===== config.mk =====
export PLATFORM = sky130hd
export DESIGN_NAME = regfile_transfer_ctrl
export DESIGN_NICKNAME = d
export VERILOG_FILES = /design/src/rtl/regfile_pkg.sv /design/src/rtl/reg_onehot_dec.sv /design/src/rtl/regfile_transfer_ctrl.sv
export SDC_FILE = /design/constraint.sdc
export NUM_CORES = 1
export LEC_CHECK = 0
export CAP_MARGIN = 20
export CORE_UTILIZATION = 28
export CTS_CLUSTER_DIAMETER = 120
export DETAILED_ROUTE_END_ITERATION = 16
export DONT_BUFFER_PORTS = 1
export PLACE_DENSITY = 0.4
export SLEW_MARGIN = 25
export SYNTH_ARGS = -nofsm -noshare
export SYNTH_HDL_FRONTEND = slang
export SYNTH_HIERARCHICAL = 1
export SYNTH_SLANG_ARGS = --single-unit
export TNS_END_PERCENT = 30

===== constraint.sdc =====
create_clock -name clk -period 4.25 [get_ports clk]
set_input_delay 0 -clock clk [delete_from_list [all_inputs] [get_ports clk]]
set_output_delay 0 -clock clk [all_outputs]
set_load 0.05 [all_outputs]

===== src/rtl/regfile_pkg.sv =====
// Shared definitions for the register-file transfer controller: register
// index map, micro-command encodings, default geometry and FSM states.
package regfile_pkg;

  localparam int DEF_REG_COUNT = 11;
  localparam int DEF_REG_WIDTH = 12;
  localparam int DEF_IDX_W     = 4;

  // Register-file index map
  localparam logic [3:0] IDX_R      = 4'd0;
  localparam logic [3:0] IDX_ROW    = 4'd1;
  localparam logic [3:0] IDX_CAT    = 4'd2;
  localparam logic [3:0] IDX_CB     = 4'd3;
  localparam logic [3:0] IDX_RNOW   = 4'd4;
  localparam logic [3:0] IDX_CATNOW = 4'd5;
  localparam logic [3:0] IDX_CBNOW  = 4'd6;
  localparam logic [3:0] IDX_ALPHAP = 4'd7;
  localparam logic [3:0] IDX_BETAP  = 4'd8;
  localparam logic [3:0] IDX_GAMMAP = 4'd9;
  localparam logic [3:0] IDX_TOTAL  = 4'd10;

  typedef enum logic [1:0] {
    OP_MOVE  = 2'd0,
    OP_INC   = 2'd1,
    OP_LOADI = 2'd2,
    OP_CLR   = 2'd3
  } op_e;

  typedef enum logic [1:0] {
    ST_IDLE  = 2'd0,
    ST_READ  = 2'd1,
    ST_WRITE = 2'd2
  } state_e;

  // MOVE and INC need a read cycle on the source register before writing
  function automatic logic op_reads_src(input op_e op);
    return (op == OP_MOVE) || (op == OP_INC);
  endfunction

endpackage


===== src/rtl/reg_onehot_dec.sv =====
// Register index to one-hot select decoder. Indices at or beyond REG_COUNT
// decode to all-zero, which the controller uses as its range check.
module reg_onehot_dec
  import regfile_pkg::*;
#(
  parameter int IDX_W     = DEF_IDX_W,
  parameter int REG_COUNT = DEF_REG_COUNT
) (
  input  logic [IDX_W-1:0]     idx,
  output logic [REG_COUNT-1:0] onehot
);

  // Compare the index against every legal entry; no match leaves all bits low
  always_comb begin
    onehot = '0;
    for (int i = 0; i < REG_COUNT; i++) begin
      if (idx == IDX_W'(i)) begin
        onehot[i] = 1'b1;
      end else begin
        onehot[i] = 1'b0;
      end
    end
  end

endmodule


===== src/rtl/regfile_transfer_ctrl.sv =====
// Command-driven transfer controller in front of the register file. Turns
// MOVE/INC/LOADI/CLR micro-commands into one-hot read and write cycles and
// is the sole driver of rf_read_en, rf_write_en and rf_datain. The rf_datain
// register doubles as the holding latch for data read back from the file.
module regfile_transfer_ctrl
  import regfile_pkg::*;
#(
  parameter int REG_COUNT = DEF_REG_COUNT,
  parameter int REG_WIDTH = DEF_REG_WIDTH,
  parameter int IDX_W     = DEF_IDX_W
) (
  input  logic                 clk,
  input  logic                 reset,
  input  logic                 cmd_valid,
  output logic                 cmd_ready,
  input  logic [1:0]           cmd_op,
  input  logic [IDX_W-1:0]     cmd_src,
  input  logic [IDX_W-1:0]     cmd_dst,
  input  logic [REG_WIDTH-1:0] cmd_imm,
  output logic [REG_COUNT-1:0] rf_read_en,
  output logic [REG_COUNT-1:0] rf_write_en,
  output logic [REG_WIDTH-1:0] rf_datain,
  input  logic [REG_WIDTH-1:0] rf_dataout,
  output logic                 done,
  output logic                 err
);

  state_e               state_r;
  op_e                  op_r;
  logic [IDX_W-1:0]     dst_r;

  op_e                  cmd_op_s;
  logic [IDX_W-1:0]     dst_idx_s;
  logic [REG_COUNT-1:0] src_oh_s;
  logic [REG_COUNT-1:0] dst_oh_s;
  logic                 needs_src_s;
  logic                 bad_idx_s;

  assign cmd_op_s = op_e'(cmd_op);

  // The destination decoder checks the incoming command while idle and
  // drives the write strobe from the latched destination afterwards.
  assign dst_idx_s = (state_r == ST_IDLE) ? cmd_dst : dst_r;

  reg_onehot_dec #(.IDX_W(IDX_W), .REG_COUNT(REG_COUNT)) u_src_dec (
    .idx    (cmd_src),
    .onehot (src_oh_s)
  );

  reg_onehot_dec #(.IDX_W(IDX_W), .REG_COUNT(REG_COUNT)) u_dst_dec (
    .idx    (dst_idx_s),
    .onehot (dst_oh_s)
  );

  // Range check at acceptance: an all-zero decode means the index is out of range
  always_comb begin
    needs_src_s = op_reads_src(cmd_op_s);
    bad_idx_s   = 1'b0;
    if (dst_oh_s == '0) begin
      bad_idx_s = 1'b1;
    end else if (needs_src_s && (src_oh_s == '0)) begin
      bad_idx_s = 1'b1;
    end else begin
      bad_idx_s = 1'b0;
    end
  end

  // Transfer FSM with all handshake, enable and data outputs registered
  always_ff @(posedge clk) begin
    if (reset) begin
      state_r     <= ST_IDLE;
      op_r        <= OP_MOVE;
      dst_r       <= '0;
      cmd_ready   <= 1'b1;
      rf_read_en  <= '0;
      rf_write_en <= '0;
      rf_datain   <= '0;
      done        <= 1'b0;
      err         <= 1'b0;
    end else begin
      case (state_r)
        ST_IDLE: begin
          rf_read_en  <= '0;
          rf_write_en <= '0;
          done        <= 1'b0;
          if (cmd_valid && cmd_ready) begin
            if (bad_idx_s) begin
              // Rejected command is consumed; stay idle and flag it for one cycle
              err       <= 1'b1;
              cmd_ready <= 1'b1;
              state_r   <= ST_IDLE;
            end else begin
              err       <= 1'b0;
              op_r      <= cmd_op_s;
              dst_r     <= cmd_dst;
              cmd_ready <= 1'b0;
              if (needs_src_s) begin
                rf_read_en <= src_oh_s;
                state_r    <= ST_READ;
              end else begin
                rf_write_en <= dst_oh_s;
                done        <= 1'b1;
                rf_datain   <= (cmd_op_s == OP_LOADI) ? cmd_imm : '0;
                state_r     <= ST_WRITE;
              end
            end
          end else begin
            err       <= 1'b0;
            cmd_ready <= 1'b1;
            state_r   <= ST_IDLE;
          end
        end

        ST_READ: begin
          // Capture the source value at the end of the read cycle; INC wraps
          rf_read_en  <= '0;
          rf_write_en <= dst_oh_s;
          done        <= 1'b1;
          err         <= 1'b0;
          cmd_ready   <= 1'b0;
          if (op_r == OP_INC) begin
            rf_datain <= rf_dataout + REG_WIDTH'(1);
          end else begin
            rf_datain <= rf_dataout;
          end
          state_r <= ST_WRITE;
        end

        ST_WRITE: begin
          rf_read_en  <= '0;
          rf_write_en <= '0;
          done        <= 1'b0;
          err         <= 1'b0;
          cmd_ready   <= 1'b1;
          state_r     <= ST_IDLE;
        end

        default: begin
          rf_read_en  <= '0;
          rf_write_en <= '0;
          done        <= 1'b0;
          err         <= 1'b0;
          cmd_ready   <= 1'b1;
          state_r     <= ST_IDLE;
        end
      endcase
    end
  end

endmodule

======== Yosys cells after proc, flatten, opt, wreduce, memory -nomap -nowiden ========
Cells that the tools add are included.
word-level totals
  bits of input ports ..................... 37
  output and inout port bits .............. 37
  logic and storage cells ................. 101
  register bits after elaboration ......... 45
cells by class
  equal/unequal tests ..................... 27
  bitwise gates (word level) .............. 4
  $add $sub $neg .......................... 1
  reduce and logical (&&, ||, !) cells .... 14
  muxes and demuxes ....................... 46
operator list
  operator                 count
  $mux W12                 5
  $mux W11                 3
  $eq A4 B3 Y1 const B     8
  $mux W1                  29
  $eq A4 B4 Y1 const B     6
  $pmux W12 S2             1
  $logic_not A11 Y1        2
  $pmux W11 S2             1
  $eq A4 B2 Y1 const B     4
  $add A12 B1 Y12 const B  1
  $eq A4 B1 Y1 const B     2
  $logic_not A4 Y1         2
  $eq A2 B1 Y1 const B     3
  $mux W2                  3
  $reduce_or A5 Y1         1
  $logic_not A2 Y1         2
  $mux W4                  1
  $ne A2 B2 Y1 const B     2
  $not A1 Y1               4
  $pmux W1 S2              2
  $pmux W2 S2              1
  $reduce_and A4 Y1        1
  $reduce_and A3 Y1        1
  $reduce_or A3 Y1         1
  5 further kinds          6

======== Longest topological paths before layout ========
Gate-level depths: netlist (run 1).
  word-level depth ........................ 9
  gate-level depth with buffers ........... 11
  gate-level depth less buffers ........... 7

======== By module ========
The synthesis (run 1) kept the hierarchy.
modules (own cells, without submodules)
  module                 area an instance (um2)  cells an instance  times used  sequential area each (um2)
  regfile_transfer_ctrl  2194.6                  243                1           880.8
  reg_onehot_dec         167.7                   15                 2           0.0

======== Worst setup path before layout (run 1) ========
Ideal clock, no wire load.
  path type ............................... reg2reg
  from .................................... register, netlist name done
  to ...................................... register rf_datain[10]
  path buffers ............................ 3
  setup slack ............................. 1341 ps
  clock period less this slack ............ 2909 ps
  setup time .............................. 121 ps
  stages on the path, launching flop included .. 11
  required time ........................... 4129 ps
  arrival time ............................ 2788 ps
  cells stage by stage .................... dfxtp_1 -> nor2_1 -> mux2_2 -> buf_2 -> and4bb_1 -> nor4_1 -> and3_1 -> clkbuf_2 -> o31a_1 -> buf_6 -> mux2_4
RTL lines
  element               line                          text
  to (signal assigned)  regfile_transfer_ctrl.sv:103  rf_datain <= (cmd_op_s == OP_LOADI) ? cmd_imm : '0;
  to (signal assigned)  regfile_transfer_ctrl.sv:122  rf_datain <= rf_dataout + REG_WIDTH'(1);
  to (signal assigned)  regfile_transfer_ctrl.sv:124  rf_datain <= rf_dataout;
  to (decl)             regfile_transfer_ctrl.sv:22   output logic [REG_WIDTH-1:0] rf_datain,

======== Worst setup path in the final report (run 1) ========
  from .................................... register state_r[0]
  to ...................................... register rf_datain[4]
between the ends
  word-level cells in the longest chain between the ends .. 8
  elaborated cells between the ends (all ways) .. 33
  those cells by class .................... 14 x eq/ne; 14 x mux; 5 x reduce/logical
ends and longest elaborated chain
  element                      line                         text
  from (decl)                  regfile_transfer_ctrl.sv:28  state_e state_r;
  from (signal assigned)       regfile_transfer_ctrl.sv:71  state_r <= ST_IDLE;
  from (signal assigned)       regfile_transfer_ctrl.sv:91  state_r <= ST_IDLE;
  from (signal assigned)       regfile_transfer_ctrl.sv:99  state_r <= ST_READ;
  $logic_not A2 Y1             regfile_transfer_ctrl.sv:43  assign dst_idx_s = (state_r == ST_IDLE) ? cmd_dst : dst_r;
  $mux W4                      regfile_transfer_ctrl.sv:43
  named net dst_idx_s[1]       regfile_transfer_ctrl.sv:33  logic [IDX_W-1:0] dst_idx_s;
  $eq A4 B2 Y1                 reg_onehot_dec.sv:17         if (idx == IDX_W'(i)) begin
  $mux W1                      reg_onehot_dec.sv:17
  named net dst_oh_s[3]        regfile_transfer_ctrl.sv:35  logic [REG_COUNT-1:0] dst_oh_s;
  $logic_not A11 Y1            regfile_transfer_ctrl.sv:59  if (dst_oh_s == '0) begin
  $mux W1                      regfile_transfer_ctrl.sv:59
  $ne A2 B2 Y1 (no line)       -
  $reduce_and A4 Y1 (no line)  -
The timed path passes the listed nets, and every way through them passes these cells.
A chain may end at the register's enable or synchronous reset.

==> key figures, run 1 <==
Clocking
  • CTS clk-pin slew, worst paths: 90 ps
  • Postcts setup bufs: 0
  • H-tree lvl count: 2
  • Clock root buffer: clkbuf_8
  • Clk sinks: 44
  • CTS Buffer Depth: 2
  • Num CTS Buffers: 5
  • Worst-Skew Late Latency: 300 ps
  • CTS tree: yes

GRT
  • Vias in the first global route: 2,046
  • Met2 Use GR: 0.226
  • Grt met1 use: 0.201
  • Tot GR Track Use: 0.148
  • Global route hottest layer: met2
  • Met3 GRT Util: 0.0468
  • First-pass GRT wire length: 11,200 um
  • Largest net degree at the start of global routing: 28
  • Total grt overflow: 0
  • Initial antenna violation count: 0

Layout
  • Layout cells sized above 1: 0.125
  • ANT cells: 0
  • Area grow syn2layout: 11.2%
  • Final nets: 310
  • Finished Cell Area: 0.00281 mm2
  • Layout Utilization: 0.323

Critical path
  • Crit path max-delay cell type: dfxtp_1
  • CP startpoint kind: register
  • Setup slack, reg-to-reg: 930 ps
  • Worst Setup EP: rf_datain[4]
  • Crit Path Class: reg2reg
  • FF-to-FF path depth: 8
  • Worst Setup SP: state_r[0]
  • Critical path, cell by cell: nor2_1 > mux2_2 > and4bb_1 > nor4_1 > and3_1 > buf_4 > o31a_1 > mux2_4
  • FF-to-FF End: rf_datain[4]
  • Worst Path Required: 4440 ps
  • CP arrival: 3510 ps
  • CP max FO: 17
  • Crit end category: register
  • Worst r2r src: state_r[0]
  • Largest stage delay, worst path: 490 ps

Pwr
  • Combinational Power Share: 0.206
  • Cell area power density: 361 mW/mm2
  • Net Sw Frac: 0.325
  • Int Power: 0.000686 W
  • Leakage Power: 0.938 nW
  • Seq pwr share: 0.464
  • Peak VDD IR: 135 uV
  • Clock share of power: 0.331
  • Psw: 0.000330 W

Timing
  • Pins Over Slew Limit: 0
  • Slew @ Worst Pin: 797 ps
  • Fin crit share: 0.782
  • Period minus WS final: 3320 ps
  • Setup TNS: 0 ps
  • Setup-failing EPs final: 0
  • Final Hold Viols: 0
  • Final worst clock skew: 9.51 ps
  • Max_slew headroom: 0.468
  • Max Clock Freq: 0.301 GHz
  • WHS: 5.40 ps
  • RSZ-0062 raised after global routing: no
  • Final WS setup: 927 ps

Die
  • Std cell rows: 34
  • Total die area: 0.00942 mm2
  • Starting Density: 0.290
  • I/O pin total: 74
  • Die H: 97.1 um
  • Core ar.: 0.00872 mm2
  • Die W: 97.1 um

Detailed routing
  • Residual DRC count: 0
  • Final wirelength: 6910 um
  • Drt wl/cell: 18.1 um
  • DR vias/cell: 5.43
  • Antenna Nets Post-Route: 0
  • Via Count: 2,067
  • TritonRoute pass-1 iters: 4
  • Iteration-0 DRC Markers: 104

Yosys
  • Number of synthesized flops with an enable pin: 0
  • Synth unique cells: 50
  • Mapped Area: 0.00253 mm2
  • Synth async-reset ratio: 0
  • Syn avg cell area: 9.27 um2
  • Sequential fraction of the synthesis area: 0.348
  • Synthesis warning total: 6
  • Post-synth net total: 311
  • Top cells by area, synth: dfxtp_1 35%, and4bb_1 4.9%, nor4b_2 4.7%
  • Most common cell in the synthesized netlist: dfxtp_1
  • Main synth FF type: dfxtp_1
  • Top cell type by total area after synthesis: dfxtp_1
  • Synth top area share: 0.348
  • Seq cells post-synth: 44
  • Most common library cells after synthesis: 44 x dfxtp_1, 16 x nand2_1, 16 x nor2_1
  • Syn Inst Count: 273

Run
  • Max_cap viols: 0

Hold path
  • Hold Path Class: in2reg
  • Hold path depth: 3

Placement
  • I/O Buffers: 0
  • GP Congestion: 0.750
  • Placed Area: 0.00252 mm2
  • Detail Placement HPWL: 4760 um
  • Post-place setup slack: 956 ps

Outcome
  • Status: finished clean
## stage by stage
step                      instances  total power (W)
after floorplan                 273         0.000653
after global routing            381          0.00107
after detailed placement        355         0.000667
after CTS                       381          0.00103
final                           381          0.00102
after global placement          355         0.000666
## layout by cell type (no fill, tap or decap), types with 3 or more instances in the layout
cell,count
nand2b_1,9
nor4b_2,8
o311ai_0,5
mux2i_1,4
nand2_1,16
nand3_1,11
nor2_1,16
mux2_4,3
nor2b_1,8
nor3_1,3
buf_4,3
or4_1,5
a31oi_1,6
nand3b_1,3
o211ai_1,4
mux2_2,5
dfxtp_1,44
a22oi_1,3
dlygate4sd3_1,17
xnor2_1,3
and4bb_1,10
o31ai_1,11
nand4_1,8
clkbuf_8,5
a21oi_1,6
and2_1,15
nor4_1,9
## kinds of logic after synthesis
| logic type | Yosys count | synth area share |
|---|---|---|
| compound gates | 47 | 0.140 |
| xor+xnor | 3 | 0.0104 |
| fa+ha+maj | 1 | 0.00494 |
| buf+inv | 31 | 0.0678 |
| flops | 44 | 0.348 |
| mux | 12 | 0.0559 |
| simple gates | 135 | 0.372 |
## layout make-up
class | instances | area (um2)
fillers | 918 | 5910
multi-input cells | 198 | 1480
flip-flops and latches | 44 | 881
repair buffers | 21 | 198
well taps | 108 | 135
clock buffers | 5 | 68.8
clock inverters | 3 | 46.3
inverters | 2 | 7.51
## registers in the layout, indices dropped and copies added (netlist names)
| signal | cells |
|---|---|
| cmd_ready | 1 |
| done | 1 |
| dst_r | 4 |
| err | 1 |
| op_r | 2 |
| rf_datain | 12 |
| rf_read_en | 11 |
| rf_write_en | 11 |
| state_r | 1 |
## worst min path at each step
stage	slack, ps	to	start
after CTS	5	rf_datain[3]	cmd_imm[3]
after global placement	80	dst_r[1]	reset
after detailed placement	80	op_r[0]	reset
after floorplan	150	dst_r[0]	cmd_dst[0]
after global routing	1	rf_datain[3]	cmd_imm[3]
final	5	rf_datain[3]	cmd_imm[3]
## worst max-delay path: cells and delay by family, from the launching register on
| kind | cells | cell delay (ps) |
|---|---|---|
| AND/OR/NAND/NOR | 4 | 1190 |
| flip-flops | 1 | 490 |
| buffers and inverters | 1 | 200 |
| AO/OA/AOI/OAI | 1 | 490 |
| multiplexers | 2 | 820 |
## power by group through the flow
stage / Clock [W] / Sequential [W] / Combinational, W
after floorplan: 0 / 0.000479 / 0.000174
after CTS: 0.000351 / 0.000471 / 0.000207
after detailed placement: 0 / 0.000481 / 0.000187
after global routing: 0.000369 / 0.000474 / 0.000230
final: 0.000336 / 0.000471 / 0.000209
after global placement: 0 / 0.000481 / 0.000185
## repair_timing
action	CTS	global route
gates resized for setup	0	0
hold buffers	18	0
hold endpoints to repair	27	0
## layer usage
metal / up-vias / part of all wire / wire length (um)
met5: - / 0 / 0
met4: 0 / 0.0094 / 65
met3: 7 / 0.060 / 416
met2: 53 / 0.44 / 3060
met1: 974 / 0.49 / 3360
li1: 1033 / - / -
No activity file was read; power rests on OpenSTA's default activity.
==> run 2, diff against run 1 <==
==> constraint.sdc (replaced) <==
create_clock -name clk -period 3.4 [get_ports clk]
set_input_delay 0 -clock clk [delete_from_list [all_inputs] [get_ports clk]]
set_output_delay 0 -clock clk [all_outputs]
set_load 0.05 [all_outputs]
==> key figures, run 2 (synthesized netlist as in run 1, its figures left out) <==
GRT
  • Largest net degree at the start of global routing: 28 (unchanged)
  • First-pass GRT wire length: 11,400 um (was 11,200 um)
  • Total grt overflow: 0 (unchanged)
  • Vias in the first global route: 2,119 (was 2,046)
  • Tot GR Track Use: 0.153 (was 0.148)
  • Initial antenna violation count: 0 (unchanged)

Clocking
  • CTS clk-pin slew, worst paths: 100 ps (was 90 ps)
  • Clk sinks: 44 (unchanged)
  • Worst-Skew Late Latency: 300 ps (about the same)
  • H-tree lvl count: 2 (unchanged)
  • Num CTS Buffers: 5 (unchanged)
  • Clock root buffer: clkbuf_8 (unchanged)
  • CTS tree: yes (unchanged)
  • Post_cts resized: 0 (unchanged)
  • CTS Buffer Depth: 2 (unchanged)

Timing
  • Max_slew headroom: 0.469 (was 0.468)
  • WHS: 13.0 ps (was 5.40 ps)
  • RSZ-0062 raised after global routing: no (unchanged)
  • Slew @ Worst Pin: 794 ps (was 797 ps)
  • Final worst clock skew: 7.60 ps (was 9.51 ps)
  • Setup TNS: 0 ps (unchanged)
  • Period minus WS final: 3020 ps (was 3320 ps)
  • Max Clock Freq: 0.331 GHz (was 0.301 GHz)
  • Final Hold Viols: 0 (unchanged)
  • Pins Over Slew Limit: 0 (unchanged)
  • Setup-failing EPs final: 0 (unchanged)
  • Fin crit share: 0.888 (was 0.782)

Detailed routing
  • Residual DRC count: 0 (unchanged)
  • DR vias/cell: 5.63 (was 5.43)
  • Drt wl/cell: 18.5 um (was 18.1 um)
  • Via Count: 2,173 (was 2,067)
  • Antenna Nets Post-Route: 0 (unchanged)
  • TritonRoute pass-1 iters: 4 (unchanged)
  • Iteration-0 DRC Markers: 79 (was 104)
  • Final wirelength: 7140 um (was 6910 um)

Critical path
  • Worst Path Required: 3650 ps (was 4440 ps)
  • CP startpoint kind: register (unchanged)
  • Largest stage delay, worst path: 550 ps (was 490 ps)
  • CP bufs+invs: 2 (was 1)
  • Crit Path Class: reg2reg (unchanged)
  • Critical path, cell by cell: nor2_1 > mux2_2 > and4bb_1 > nor4_1 > and3_1 > buf_4 > o31ai_1 > a21oi_1 > dlygate4sd3_1 (was nor2_1 > mux2_2 > and4bb_1 > nor4_1 > and3_1 > buf_4 > o31a_1 > mux2_4)
  • CP max FO: 14 (was 17)
  • CP arrival: 3270 ps (was 3510 ps)
  • Crit end category: register (unchanged)
  • Crit path max-delay cell type: dlygate4sd3_1 (was dfxtp_1)
  • Cell family with most CP delay: simple AND/OR/NAND/NOR gates (unchanged)

Layout
  • Top Registers: rf_datain: 12 flops, rf_read_en: 11 flops, rf_write_en: 11 flops (unchanged)
  • Layout cells sized above 1: 0.133 (was 0.125)
  • ANT cells: 0 (unchanged)
  • Largest Register: rf_datain (unchanged)
  • Final nets: 315 (was 310)
  • Most frequent cells in the layout: 44 x dfxtp_1, 19 x dlygate4sd3_1, 16 x nor2_1, 16 x nand2_1, 15 x and2_1 (was 44 x dfxtp_1, 17 x dlygate4sd3_1, 16 x nor2_1, 16 x nand2_1, 15 x and2_1)
  • Most common cell after layout, fill and taps aside: dfxtp_1 (unchanged)
  • Area grow syn2layout: 12.9% (was 11.2%)
  • Largest register FFs: 12 (unchanged)

Pwr
  • Cell area power density: 450 mW/mm2 (was 361 mW/mm2)
  • Leakage Power: 0.962 nW (was 0.938 nW)
  • Peak VDD IR: 152 uV (was 135 uV)

Placement
  • Detail Placement HPWL: 4870 um (was 4760 um)
  • I/O Buffers: 0 (unchanged)
  • GP Congestion: 0.733 (was 0.750)

Die
  • Die W: 97.1 um (unchanged)
  • Total die area: 0.00942 mm2 (unchanged)
  • Starting Density: 0.290 (unchanged)
  • Die H: 97.1 um (unchanged)
  • I/O pin total: 74 (unchanged)
  • Std cell rows: 34 (unchanged)
  • Core ar.: 0.00872 mm2 (unchanged)

Run
  • Max_cap viols: 0 (unchanged)

Outcome
  • Status: finished clean (unchanged)

Hold path
  • Hold Path Class: in2reg (unchanged)
## run 2: worst register-to-register path, cell delays in order (launching register included)
cell and delay (ps):
dfxtp_1 320, nor2_1 280, mux2_2 480, and4bb_1 250
nor4_1 380, and3_1 250, buf_4 220, o31ai_1 100
a21oi_1 140, dlygate4sd3_1 550
## run 2: per-stage QoR
stage / instance area (um2) / setup WS (ps) / total power, W / instances / utilization
floorplan: 2530 / 491 / 0.000816 / 273 / -
global route: 2860 / 117 / 0.00135 / 386 / 0.328
CTS: 2860 / 362 / 0.00130 / 386 / 0.328
finish: 2860 / 382 / 0.00129 / 386 / 0.328
detailed placement: 2550 / 533 / 0.000848 / 358 / 0.292
global placement: 2550 / 640 / 0.000847 / 358 / 0.292
## run 2: worst paths after layout
check | startpoint | end | slack [ps] | depth (start not counted)
hold reg to reg | dst_r[1] | dst_r[1] | 480 | 2
hold / removal | cmd_imm[8] | rf_datain[8] | 10 | 4
setup / recovery | done | dst_r[2] | 380 | 9
setup reg to reg | done | dst_r[2] | 380 | 9
## run 2: report_power, final
| group | leakage [nW] | internal (W) | switching, W | total [W] |
|---|---|---|---|---|
| Clock | 0.0548 | 0.000222 | 0.000201 | 0.000422 |
| Combinational | 0.552 | 0.000110 | 0.000168 | 0.000277 |
| Sequential | 0.356 | 0.000535 | 0.0000507 | 0.000586 |
## run 2: cell type report
type / count / area [um2]
inverter: 2 / 7.51
clock buffer: 5 / 68.8
multi-input combinational: 198 / 1480
tap: 108 / 135
clock inverter: 3 / 46.3
timing repair buffer: 26 / 240
sequential: 44 / 881
fill: 933 / 5860
## run 2: timing repair
| item | in CTS | in global routing |
|---|---|---|
| hold buffers | 20 | 0 |
| buffers inserted | 0 | 0 |
| endpoints found under the hold margin | 26 | 0 |
## run 2: routing by layer
metal / global-route usage / vias to the layer above / routed length [um]
met1: 0.200 / 1053 / 3250
met4: 0.0425 / 0 / 77
met5: 0 / - / 0
li1: - / 1054 / -
met2: 0.243 / 59 / 3320
met3: 0.0475 / 7 / 491
==> run 3, diff against run 2 <==
--- a/config.mk
+++ b/config.mk
@@ -6,14 +6,13 @@
 export NUM_CORES = 1
 export LEC_CHECK = 0
 export CAP_MARGIN = 20
-export CORE_UTILIZATION = 28
-export CTS_CLUSTER_DIAMETER = 120
+export CORE_UTILIZATION = 25
+export CTS_CLUSTER_DIAMETER = 80
 export DETAILED_ROUTE_END_ITERATION = 16
 export DONT_BUFFER_PORTS = 1
-export PLACE_DENSITY = 0.4
+export PLACE_DENSITY = 0.37
 export SLEW_MARGIN = 25
 export SYNTH_ARGS = -nofsm -noshare
 export SYNTH_HDL_FRONTEND = slang
-export SYNTH_HIERARCHICAL = 1
 export SYNTH_SLANG_ARGS = --single-unit
 export TNS_END_PERCENT = 30
==> key figures, run 3 <==
Layout
  • Largest register FFs: 12 (unchanged)
  • Final nets: 271 (was 315)
  • Most common cell after layout, fill and taps aside: dfxtp_1 (unchanged)
  • Area grow syn2layout: 18.9% (was 12.9%)
  • Fillers: 822 (was 933)
  • Register area: 881 um2 (unchanged)
  • Top Registers: rf_datain: 12 flops, rf_read_en: 11 flops, rf_write_en: 11 flops (unchanged)
  • Finished Cell Area: 0.00243 mm2 (was 0.00286 mm2)
  • ANT cells: 0 (unchanged)
  • Layout Utilization: 0.311 (was 0.328)
  • Layout cells sized above 1: 0.111 (was 0.133)
  • Largest Register: rf_datain (unchanged)
  • Most frequent cells in the layout: 44 x dfxtp_1, 26 x nor2_1, 20 x dlygate4sd3_1 (was 44 x dfxtp_1, 19 x dlygate4sd3_1, 16 x nor2_1, 16 x nand2_1, 15 x and2_1)
  • Multi-input gate area: 0.00105 mm2 (was 0.00148 mm2)

Clocking
  • Postcts setup bufs: 0 (unchanged)
  • Clk sinks: 44 (unchanged)
  • CTS tree: yes (unchanged)
  • Clock root buffer: clkbuf_8 (unchanged)
  • Worst-Skew Late Latency: 300 ps (about the same)
  • Num CTS Buffers: 5 (unchanged)
  • H-tree lvl count: 2 (unchanged)
  • CTS Buffer Depth: 2 (unchanged)
  • CTS clk-pin slew, worst paths: 90 ps (was 100 ps)

Critical path
  • Worst r2r src: state_r[0] (was done)
  • Worst Path Required: 3650 ps (about the same)
  • Crit path max-delay cell type: mux2i_1 (was dlygate4sd3_1)
  • Critical path, cell by cell: nor2_2 > mux2i_1 > o22a_2 > nand3_2 > nor4_4 > dlygate4sd3_1 (was nor2_1 > mux2_2 > and4bb_1 > nor4_1 > and3_1 > buf_4 > o31ai_1 > a21oi_1 > dlygate4sd3_1)
  • CP arrival: 3280 ps (was 3270 ps)
  • CP max FO: 12 (was 14)
  • Worst Setup SP: state_r[0] (was done)
  • Crit end category: register (unchanged)
  • Crit Path Class: reg2reg (unchanged)
  • CP startpoint kind: register (unchanged)
  • Largest stage delay, worst path: 620 ps (was 550 ps)

Placement
  • Detail Placement HPWL: 3990 um (was 4870 um)
  • GP Congestion: 0.722 (was 0.733)
  • Placed Area: 0.00213 mm2 (was 0.00255 mm2)
  • I/O Buffers: 0 (unchanged)
  • Post-place setup slack: 920 ps (was 533 ps)

Yosys
  • Mapped Area: 0.00204 mm2 (was 0.00253 mm2)
  • Main synth FF type: dfxtp_1 (unchanged)
  • Top cell type by total area after synthesis: dfxtp_1 (unchanged)
  • Syn avg cell area: 9.63 um2 (was 9.27 um2)
  • Number of synthesized flops with an enable pin: 0 (unchanged)
  • Syn Inst Count: 212 (was 273)
  • Seq cells post-synth: 44 (unchanged)
  • Synth async-reset ratio: 0 (unchanged)
  • Most common library cells after synthesis: 44 x dfxtp_1, 26 x nor2_1, 13 x inv_1 (was 44 x dfxtp_1, 16 x nand2_1, 16 x nor2_1)
  • Synthesis warning total: 0 (was 6)
  • Synth top area share: 0.432 (was 0.348)
  • Top cells by area, synth: dfxtp_1 43%, nor2_1 4.8%, a211oi_1 3.7% (was dfxtp_1 35%, and4bb_1 4.9%, nor4b_2 4.7%)
  • Synth unique cells: 51 (was 50)
  • Post-synth net total: 250 (was 311)
  • Sequential fraction of the synthesis area: 0.432 (was 0.348)
  • Most common cell in the synthesized netlist: dfxtp_1 (unchanged)

Hold path
  • Hold Path Class: in2reg (unchanged)
  • Hold Crit Start: cmd_imm[2] (was cmd_imm[8])

Detailed routing
  • Residual DRC count: 0 (unchanged)
  • Iteration-0 DRC Markers: 35 (was 79)
  • TritonRoute pass-1 iters: 4 (unchanged)
  • Drt wl/cell: 17.0 um (was 18.5 um)
  • Antenna Nets Post-Route: 0 (unchanged)
  • Final wirelength: 5710 um (was 7140 um)
  • DR vias/cell: 4.82 (was 5.63)
  • Via Count: 1,621 (was 2,173)

Timing
  • Period minus WS final: 3030 ps (was 3020 ps)
  • Final worst clock skew: 9.07 ps (was 7.60 ps)
  • Setup-failing EPs final: 0 (unchanged)
  • Setup TNS: 0 ps (unchanged)
  • Final Hold Viols: 1 (was 0)
  • Final WS setup: 365 ps (was 382 ps)
  • Fin crit share: 0.893 (was 0.888)
  • Slew @ Worst Pin: 846 ps (was 794 ps)
  • WHS: -4.89 ps (was 13.0 ps)
  • RSZ-0062 raised after global routing: no (unchanged)
  • Pins Over Slew Limit: 0 (unchanged)
  • Max_slew headroom: 0.434 (was 0.469)
  • Max Clock Freq: 0.330 GHz (was 0.331 GHz)

Pwr
  • Leakage Power: 0.874 nW (was 0.962 nW)
  • Cell area power density: 471 mW/mm2 (was 450 mW/mm2)
  • Total design power: 0.00114 W (was 0.00129 W)
  • Peak VDD IR: 132 uV (was 152 uV)

Die
  • Die H: 92.4 um (was 97.1 um)
  • Std cell rows: 32 (was 34)
  • Starting Density: 0.261 (was 0.290)
  • I/O pin total: 74 (unchanged)
  • Core ar.: 0.00781 mm2 (was 0.00872 mm2)
  • Die W: 92.4 um (was 97.1 um)
  • Total die area: 0.00853 mm2 (was 0.00942 mm2)

Outcome
  • Failing checks: negative hold slack
  • Status: finished with violations (was finished clean)

Run
  • Max_cap viols: 0 (unchanged)

GRT
  • Total grt overflow: 0 (unchanged)
  • Largest net degree at the start of global routing: 22 (was 28)
  • First-pass GRT wire length: 9110 um (was 11,400 um)
  • Initial antenna violation count: 0 (unchanged)
  • Tot GR Track Use: 0.138 (was 0.153)
  • Vias in the first global route: 1,712 (was 2,119)
## run 3: per-stage QoR
step           instances  hold WS [ps]
6_report             336         -4.89
5_1_grt              336          14.1
4_1_cts              336         0.423
3_5_place_dp         308          73.4
3_3_place_gp         308          72.6
2_1_floorplan        212          71.0
## run 3: kinds of logic after synthesis
group	after synthesis	synth area share
flip-flops	44	0.432
adder cells (fa/ha/maj)	1	0.00613
multiplexers	7	0.0349
XOR/XNOR	10	0.0429
AO/OA/AOI/OAI	44	0.177
buffers and inverters	22	0.0540
AND/OR/NAND/NOR	84	0.254
## run 3: cell type report
class	count	share of cell area
clock inverter	2	0.00619
sequential	44	0.363
clock buffer	6	0.0340
inverter	13	0.0201
timing repair buffer	23	0.0918
multi-input combinational	146	0.432
tap	102	0.0526
## run 3: metal layers
metal	vias to the layer above	global-route usage	routed length [um]
met5	-	0	0
met1	752	0.179	2660
met2	43	0.209	2560
li1	822	-	-
met3	4	0.0517	419
met4	0	0.0482	71
## run 3: worst max-delay path, delay by kind of cell, from the launching register on
kind	cells	cell delay (ps)
muxes	1	620
DFF	1	410
AOI/OAI and AO/OA	1	300
buffers and inverters	1	580
and+or+nand+nor	3	1070
## run 3: power breakdown
part           internal (W)  switching [W]
Combinational     0.0000730      0.0000964
Sequential         0.000540      0.0000840
Clock              0.000165       0.000184
Total              0.000778       0.000364
## run 3: path summary, 6_finish.rpt
| check | cells past startpoint | to | slack (ps) |
|---|---|---|---|
| hold / removal | 2 | rf_datain[2] | -5 |
| setup reg to reg | 6 | rf_read_en[4] | 370 |
| setup / recovery | 6 | rf_read_en[4] | 370 |
| hold reg to reg | 2 | dst_r[2] | 510 |
## run 3: repair_timing
| item | 4_1_cts | 5_1_grt |
|---|---|---|
| endpoints found under the hold margin | 38 | 0 |
| hold buffers | 20 | 0 |
| resized for setup | 0 | 0 |
